$ cat config.mk
export PLATFORM = sky130hd
export DESIGN_NAME = audio_capture
export DESIGN_NICKNAME = d
export VERILOG_FILES = /design/src/rtl/audio_pkg.sv /design/src/rtl/audio_edge_det.sv /design/src/rtl/audio_capture.sv
export SDC_FILE = /design/constraint.sdc
export NUM_CORES = 1
export LEC_CHECK = 0
export BUFFER_PORTS_ARGS = -buffer_cell sky130_fd_sc_hd__buf_2
export CAP_MARGIN = 20
export CORE_MARGIN = 2
export CORE_UTILIZATION = 40
export DETAILED_ROUTE_END_ITERATION = 10
export SETUP_SLACK_MARGIN = 0.15
export SLEW_MARGIN = 40
export SYNTH_ARGS = -nofsm -noshare
export SYNTH_HDL_FRONTEND = slang
export SYNTH_HIERARCHICAL = 1
export SYNTH_SLANG_ARGS = --single-unit
$ cat constraint.sdc
create_clock -name clk -period 4 [get_ports clk]
set_input_delay 1.2 -clock clk [delete_from_list [all_inputs] [get_ports clk]]
set_output_delay 1.2 -clock clk [all_outputs]
set_load 0.01 [all_outputs]
$ cat src/rtl/audio_pkg.sv
// Shared constants and types for the codec audio capture path.
package audio_pkg;

  localparam int SAMPLE_W    = 16;
  localparam int CNT_8KHZ    = 3;
  localparam int BIT_CNT_W   = 5;
  localparam int FRAME_CNT_W = 5;

  typedef enum logic {
    CH_LEFT,
    CH_RIGHT
  } channel_e;

endpackage

$ cat src/rtl/audio_edge_det.sv
// Registered history of a slow codec clock with single-cycle
// rise/fall pulses in the system clock domain.
module audio_edge_det (
  input  logic clk,
  input  logic reset,
  input  logic d,
  output logic rise,
  output logic fall
);

  logic old_q;
  logic old_d;

  always_comb begin
    old_d = d;
  end

  always_ff @(posedge clk) begin
    if (reset) old_q <= 1'b0;
    else       old_q <= old_d;
  end

  assign rise = d & ~old_q;
  assign fall = ~d & old_q;

endmodule

$ cat src/rtl/audio_capture.sv
// Left-justified stereo ADC deserializer with frame decimation
// and a valid/ack output stage with sticky overrun.
module audio_capture #(
  parameter int SAMPLE_W = audio_pkg::SAMPLE_W,
  parameter int CNT_8KHZ = audio_pkg::CNT_8KHZ
) (
  input  logic                clk,
  input  logic                reset,
  input  logic                enable,
  input  logic                bclk,
  input  logic                adc_lr_clk,
  input  logic                adc_dat,
  input  logic [2:0]          rate,
  output logic [SAMPLE_W-1:0] left_out,
  output logic [SAMPLE_W-1:0] right_out,
  output logic                data_valid,
  input  logic                data_ack,
  output logic                overrun
);

  import audio_pkg::*;

  localparam logic [BIT_CNT_W-1:0] BIT_FULL = BIT_CNT_W'(SAMPLE_W);

  logic bclk_rise, lr_rise, lr_fall;
  logic unused_bclk_fall;

  audio_edge_det u_bclk (
    .clk   (clk),
    .reset (reset),
    .d     (bclk),
    .rise  (bclk_rise),
    .fall  (unused_bclk_fall)
  );

  audio_edge_det u_lr (
    .clk   (clk),
    .reset (reset),
    .d     (adc_lr_clk),
    .rise  (lr_rise),
    .fall  (lr_fall)
  );

  channel_e               ch_q, ch_d;
  logic [BIT_CNT_W-1:0]   bit_cnt_q, bit_cnt_d;
  logic [SAMPLE_W-1:0]    shift_q, shift_d;
  logic                   left_ok_q, left_ok_d;
  logic                   sync_q, sync_d;
  logic [SAMPLE_W-1:0]    left_hold_q, left_hold_d;
  logic [SAMPLE_W-1:0]    right_hold_q, right_hold_d;
  logic                   frame_done_q, frame_done_d;
  logic [FRAME_CNT_W-1:0] frame_cnt_q, frame_cnt_d;
  logic [SAMPLE_W-1:0]    left_out_q, left_out_d;
  logic [SAMPLE_W-1:0]    right_out_q, right_out_d;
  logic                   valid_q, valid_d;
  logic                   overrun_q, overrun_d;

  logic [SAMPLE_W-1:0]    word;
  logic [2:0]             rate_eff;
  logic [FRAME_CNT_W-1:0] div_m1;
  logic                   publish;

  assign rate_eff = (rate == 3'd0) ? 3'd1 : rate;
  assign div_m1   = FRAME_CNT_W'(CNT_8KHZ * int'(rate_eff) - 1);

  always_comb begin
    ch_d         = ch_q;
    bit_cnt_d    = bit_cnt_q;
    shift_d      = shift_q;
    left_ok_d    = left_ok_q;
    sync_d       = sync_q;
    left_hold_d  = left_hold_q;
    right_hold_d = right_hold_q;
    frame_done_d = 1'b0;
    frame_cnt_d  = frame_cnt_q;
    publish      = 1'b0;
    word         = '0;
    if (!enable) begin
      bit_cnt_d   = '0;
      left_ok_d   = 1'b0;
      sync_d      = 1'b0;
      frame_cnt_d = '0;
    end else begin
      // lr edge first so a coincident bit lands as the new MSB
      if (lr_rise) begin
        ch_d      = CH_LEFT;
        bit_cnt_d = '0;
        shift_d   = '0;
        left_ok_d = 1'b0;
        sync_d    = 1'b1;
      end else if (lr_fall) begin
        ch_d      = CH_RIGHT;
        bit_cnt_d = '0;
        shift_d   = '0;
      end
      if (bclk_rise && sync_d && bit_cnt_d < BIT_FULL) begin
        word      = {shift_d[SAMPLE_W-2:0], adc_dat};
        shift_d   = word;
        bit_cnt_d = bit_cnt_d + 1'b1;
        if (bit_cnt_d == BIT_FULL) begin
          if (ch_d == CH_LEFT) begin
            left_hold_d = word;
            left_ok_d   = 1'b1;
          end else begin
            right_hold_d = word;
            frame_done_d = left_ok_d;
          end
        end
      end
      if (frame_done_q) begin
        if (frame_cnt_q >= div_m1) begin
          publish     = 1'b1;
          frame_cnt_d = '0;
        end else begin
          frame_cnt_d = frame_cnt_q + 1'b1;
        end
      end
    end
  end

  always_comb begin
    left_out_d  = left_out_q;
    right_out_d = right_out_q;
    valid_d     = valid_q;
    overrun_d   = overrun_q;
    if (publish) begin
      if (!valid_q || data_ack) begin
        left_out_d  = left_hold_q;
        right_out_d = right_hold_q;
        valid_d     = 1'b1;
      end else begin
        overrun_d = 1'b1;
      end
    end else if (data_ack) begin
      valid_d = 1'b0;
    end
  end

  always_ff @(posedge clk) begin
    if (reset) begin
      ch_q         <= CH_LEFT;
      bit_cnt_q    <= '0;
      shift_q      <= '0;
      left_ok_q    <= 1'b0;
      sync_q       <= 1'b0;
      left_hold_q  <= '0;
      right_hold_q <= '0;
      frame_done_q <= 1'b0;
      frame_cnt_q  <= '0;
      left_out_q   <= '0;
      right_out_q  <= '0;
      valid_q      <= 1'b0;
      overrun_q    <= 1'b0;
    end else begin
      ch_q         <= ch_d;
      bit_cnt_q    <= bit_cnt_d;
      shift_q      <= shift_d;
      left_ok_q    <= left_ok_d;
      sync_q       <= sync_d;
      left_hold_q  <= left_hold_d;
      right_hold_q <= right_hold_d;
      frame_done_q <= frame_done_d;
      frame_cnt_q  <= frame_cnt_d;
      left_out_q   <= left_out_d;
      right_out_q  <= right_out_d;
      valid_q      <= valid_d;
      overrun_q    <= overrun_d;
    end
  end

  assign left_out   = left_out_q;
  assign right_out  = right_out_q;
  assign data_valid = valid_q;
  assign overrun    = overrun_q;

endmodule

==> results.md <==
Detailed routing:
- Across all layers, the routed design uses 3162 vias.
- Summed over all layers, the routed wires come to 8.568 mm.
- The first detailed-routing pass ran for 7 iterations.
- For this run, design rule violations remaining after detail routing come to 0.
- After the first detailed-routing iteration, the DRC count stood at 221.
- The count of nets left with antenna violations once routing finished came out at 0.
- The per-cell via count in the routed design is 5.175.
- The routed length per placed instance is 14.02 um.

CTS:
- The maximum clock insertion buffer count is 2.
- The buffer type at the clock tree root is sky130_fd_sc_hd__clkbuf_8.
- The H-tree was split into 3 levels.
- The number of setup buffers added after CTS is 0.
- TritonCTS built the clock tree.
- For the worst-skew pair, the clock arrives at the later sink with an insertion delay of 370 ps.
- The number of hold-repair buffers added at the cts stage is 0.
- Once the clock tree was built, the resizer swapped 0 gates to a different size.
- After clock tree synthesis, the clock-pin slew on the worst setup and hold paths is 90 ps.
- The number of clock buffers inserted by TritonCTS is 9.
- The CTS sink count is 97.

Finish:
- The final standard cell count with taps included and fillers excluded is 611.
- The final antenna diode count is 0.
- The area growth from synthesis to final layout is 12.60%.
- For this run, the post-layout net count is 493.
- The share of post-route cells with drive strength above 1 is 15.69%.
- The cell area after layout is 4561 um2.

Outcome:
- The flow ran to the end, and the final reports show no timing, DRC or antenna violations.

Setup path:
- The launching point of the worst reg2reg path is u_lr/old_q.
- In this design, the critical path's most frequently occurring cell is sky130_fd_sc_hd__o21ai_0.
- The worst setup path is captured at a flip-flop.
- The worst setup path is of the primary input to flip-flop kind.
- In this run the worst setup path begins at rate[2].
- The maximum single-stage delay on the critical path is 370 ps.
- Walking the worst path, the cells encountered are buf_2, inv_1, or3_1, ha_1, a31oi_1, o21ai_0, o21ai_0, ha_1, a21oi_1, nand2_1, a2bb2oi_2, buf_12, o21ai_0, a21oi_1.
- For the worst setup path, the data required time is 4290 ps.
- The cell with the largest stage delay on the worst path is sky130_fd_sc_hd__or3_1.
- Counting cells, the worst reg-to-reg path comes to 9.
- The endpoint identified for the worst register-to-register timing path is left_hold_q[1].
- For the worst setup path, the data arrival time is 3680 ps.
- Along the worst path, the maximum fanout reaches 32.
- In this run the register-to-register setup slack is 1410 ps.
- STA classifies the critical path startpoint as a primary input.

Job:
- Max-cap violations in this run came to 0.

Floorplanning:
- The region available for standard cell placement spans 9819 um2.
- The horizontal die dimension is 104.6 um.
- The number of placement rows is 36.
- The top-level I/O count is 44.
- The area of the die is 10950 um2.
- The initial core utilization is 41.25%.
- The die height is 104.6 um.

Min path:
- The number of stages on the worst hold path is 2.
- For hold timing, the worst endpoint is overrun.
- The worst hold path belongs to the class flip-flop to flip-flop.
- The launch point of the worst hold path is overrun.

Logic synthesis:
- Summing every instance area after synthesis gives 4050 um2.
- The net count of the mapped netlist is 467.
- For this run, the number of Yosys warnings is 6.
- Averaged over all synthesized cells, the footprint is 9.061 um2.
- Synthesis handed over a netlist of 447 instances.

Place:
- The number of cells after detailed placement is 595.
- The routability congestion estimate from global placement is 0.8249.
- The wire-length estimate of the detail-placed layout is 5.782 mm.
- Port buffering added 43 buffers.
- The cell area after placement is 4380 um2.

STA:
- Derived from the worst setup path, the maximum achievable clock frequency is 294.8 MHz.
- The headroom to the max-slew limit is 51.18%.
- The worst setup skew after layout is 13.74 ps.
- The number of hold violations in the final report was 0.
- The max-slew violation count was 0.
- The final setup violation count is 0.
- The pin slew with the least headroom to its limit is 726.8 ps.
- For the finished layout, the period the worst path requires is 3392 ps.
- Setup repair after global routing left no endpoint under its margin.
- The summed negative setup slack over all endpoints is 0 ps.
- The period utilization is 84.79%.

Power:
- The worst voltage drop across the vdd grid is 0.1209 mV.
- For this design the ratio of total power to cell area is 357.8 nW/um2.
- Summed over all cells, the static leakage comes to 1.904 nW.

GRT:
- The wire length of the first global-routing pass is 14.78 mm.
- Global routing finished with a remaining overflow of 0.
- Entering global routing, the biggest net connects 65 pins.
- Global routing consumed, over all layers together, 16.57% of the routing resources.
- The via count of the first global-routing pass is 2987.
- The number of antenna violations at the first check in global routing is 0.
metrics by stage:
stage | hold WS [ps] | power [W] | utilization (%) | setup slack, ps
2_1_floorplan | 432.3 | 0.001048 | - | 526.2
3_3_place_gp | 444.0 | 0.001069 | 44.50 | 345.0
3_5_place_dp | 452.1 | 0.001072 | 44.61 | 238.2
4_1_cts | 475.7 | 0.001653 | 46.45 | 625.1
5_1_grt | 498.6 | 0.001708 | 46.45 | 406.5
6_report | 468.3 | 0.001632 | 46.45 | 608.3
how the worst max path moves through the flow:
stage                        end  depth (start not counted)
finish               left_out[1]                         14
global route             overrun                         13
CTS                  left_out[1]                         14
detailed placement   left_out[1]                         14
global placement         overrun                         13
floorplan           left_out[15]                         12
registers in the layout (all words and copies together) (netlist names):
| register | count |
|---|---|
| data_valid | 1 |
| frame_done_q | 1 |
| overrun | 1 |
| u_lr/old_q | 1 |
| left_hold_q | 16 |
| right_hold_q | 16 |
| sync_q | 1 |
| ch_q | 1 |
| left_ok_q | 1 |
| bit_cnt_q | 5 |
| left_out | 16 |
| right_out | 16 |
| frame_cnt_q | 5 |
| shift_q | 15 |
| u_bclk/old_q | 1 |
routing by layer:
metal / GRT usage (%) / routed length (um) / up-vias
met1: 22.67 / 4356 / 1475
met3: 3.805 / 280 / 11
met2: 25.58 / 3789 / 53
met4: 6.000 / 143 / 0
li1: - / - / 1623
met5: 0 / 0 / -
worst max-delay path: cells and delay by family:
family                     cells  cell delay [ps]
AOI/OAI and AO/OA              7              970
buffers and inverters          3              380
adders and majority gates      2              640
and+or+nand+nor                2              490
final cells by class:
cell class	count	area, um2
Fill cell	977	5259
Multi-Input combinational cell	310	1957
Sequential cell	97	1942
Timing Repair Buffer	51	300.3
Tap cell	133	166.4
Clock buffer	11	141.4
Clock inverter	5	38.79
Inverter	4	15.01
report_power, final:
part           internal [W]  switching [W]
Combinational     0.0000228      0.0000575
Clock              0.000247       0.000336
Sequential         0.000967     0.00000131
layout by cell type, fill, tap and decap left out, types with 10 or more instances in the layout:
cell type and n:
sky130_fd_sc_hd__dfxtp_1 97, sky130_fd_sc_hd__clkbuf_8 10, sky130_fd_sc_hd__nand2_1 13, sky130_fd_sc_hd__buf_2 43, sky130_fd_sc_hd__o21ai_0 36, sky130_fd_sc_hd__a22oi_1 15, sky130_fd_sc_hd__mux2i_1 33, sky130_fd_sc_hd__ha_1 10
sky130_fd_sc_hd__nor2_1 62, sky130_fd_sc_hd__a21oi_1 39, sky130_fd_sc_hd__nand4_1 36, sky130_fd_sc_hd__and2_1 15
(Power assumes the default switching activity.)
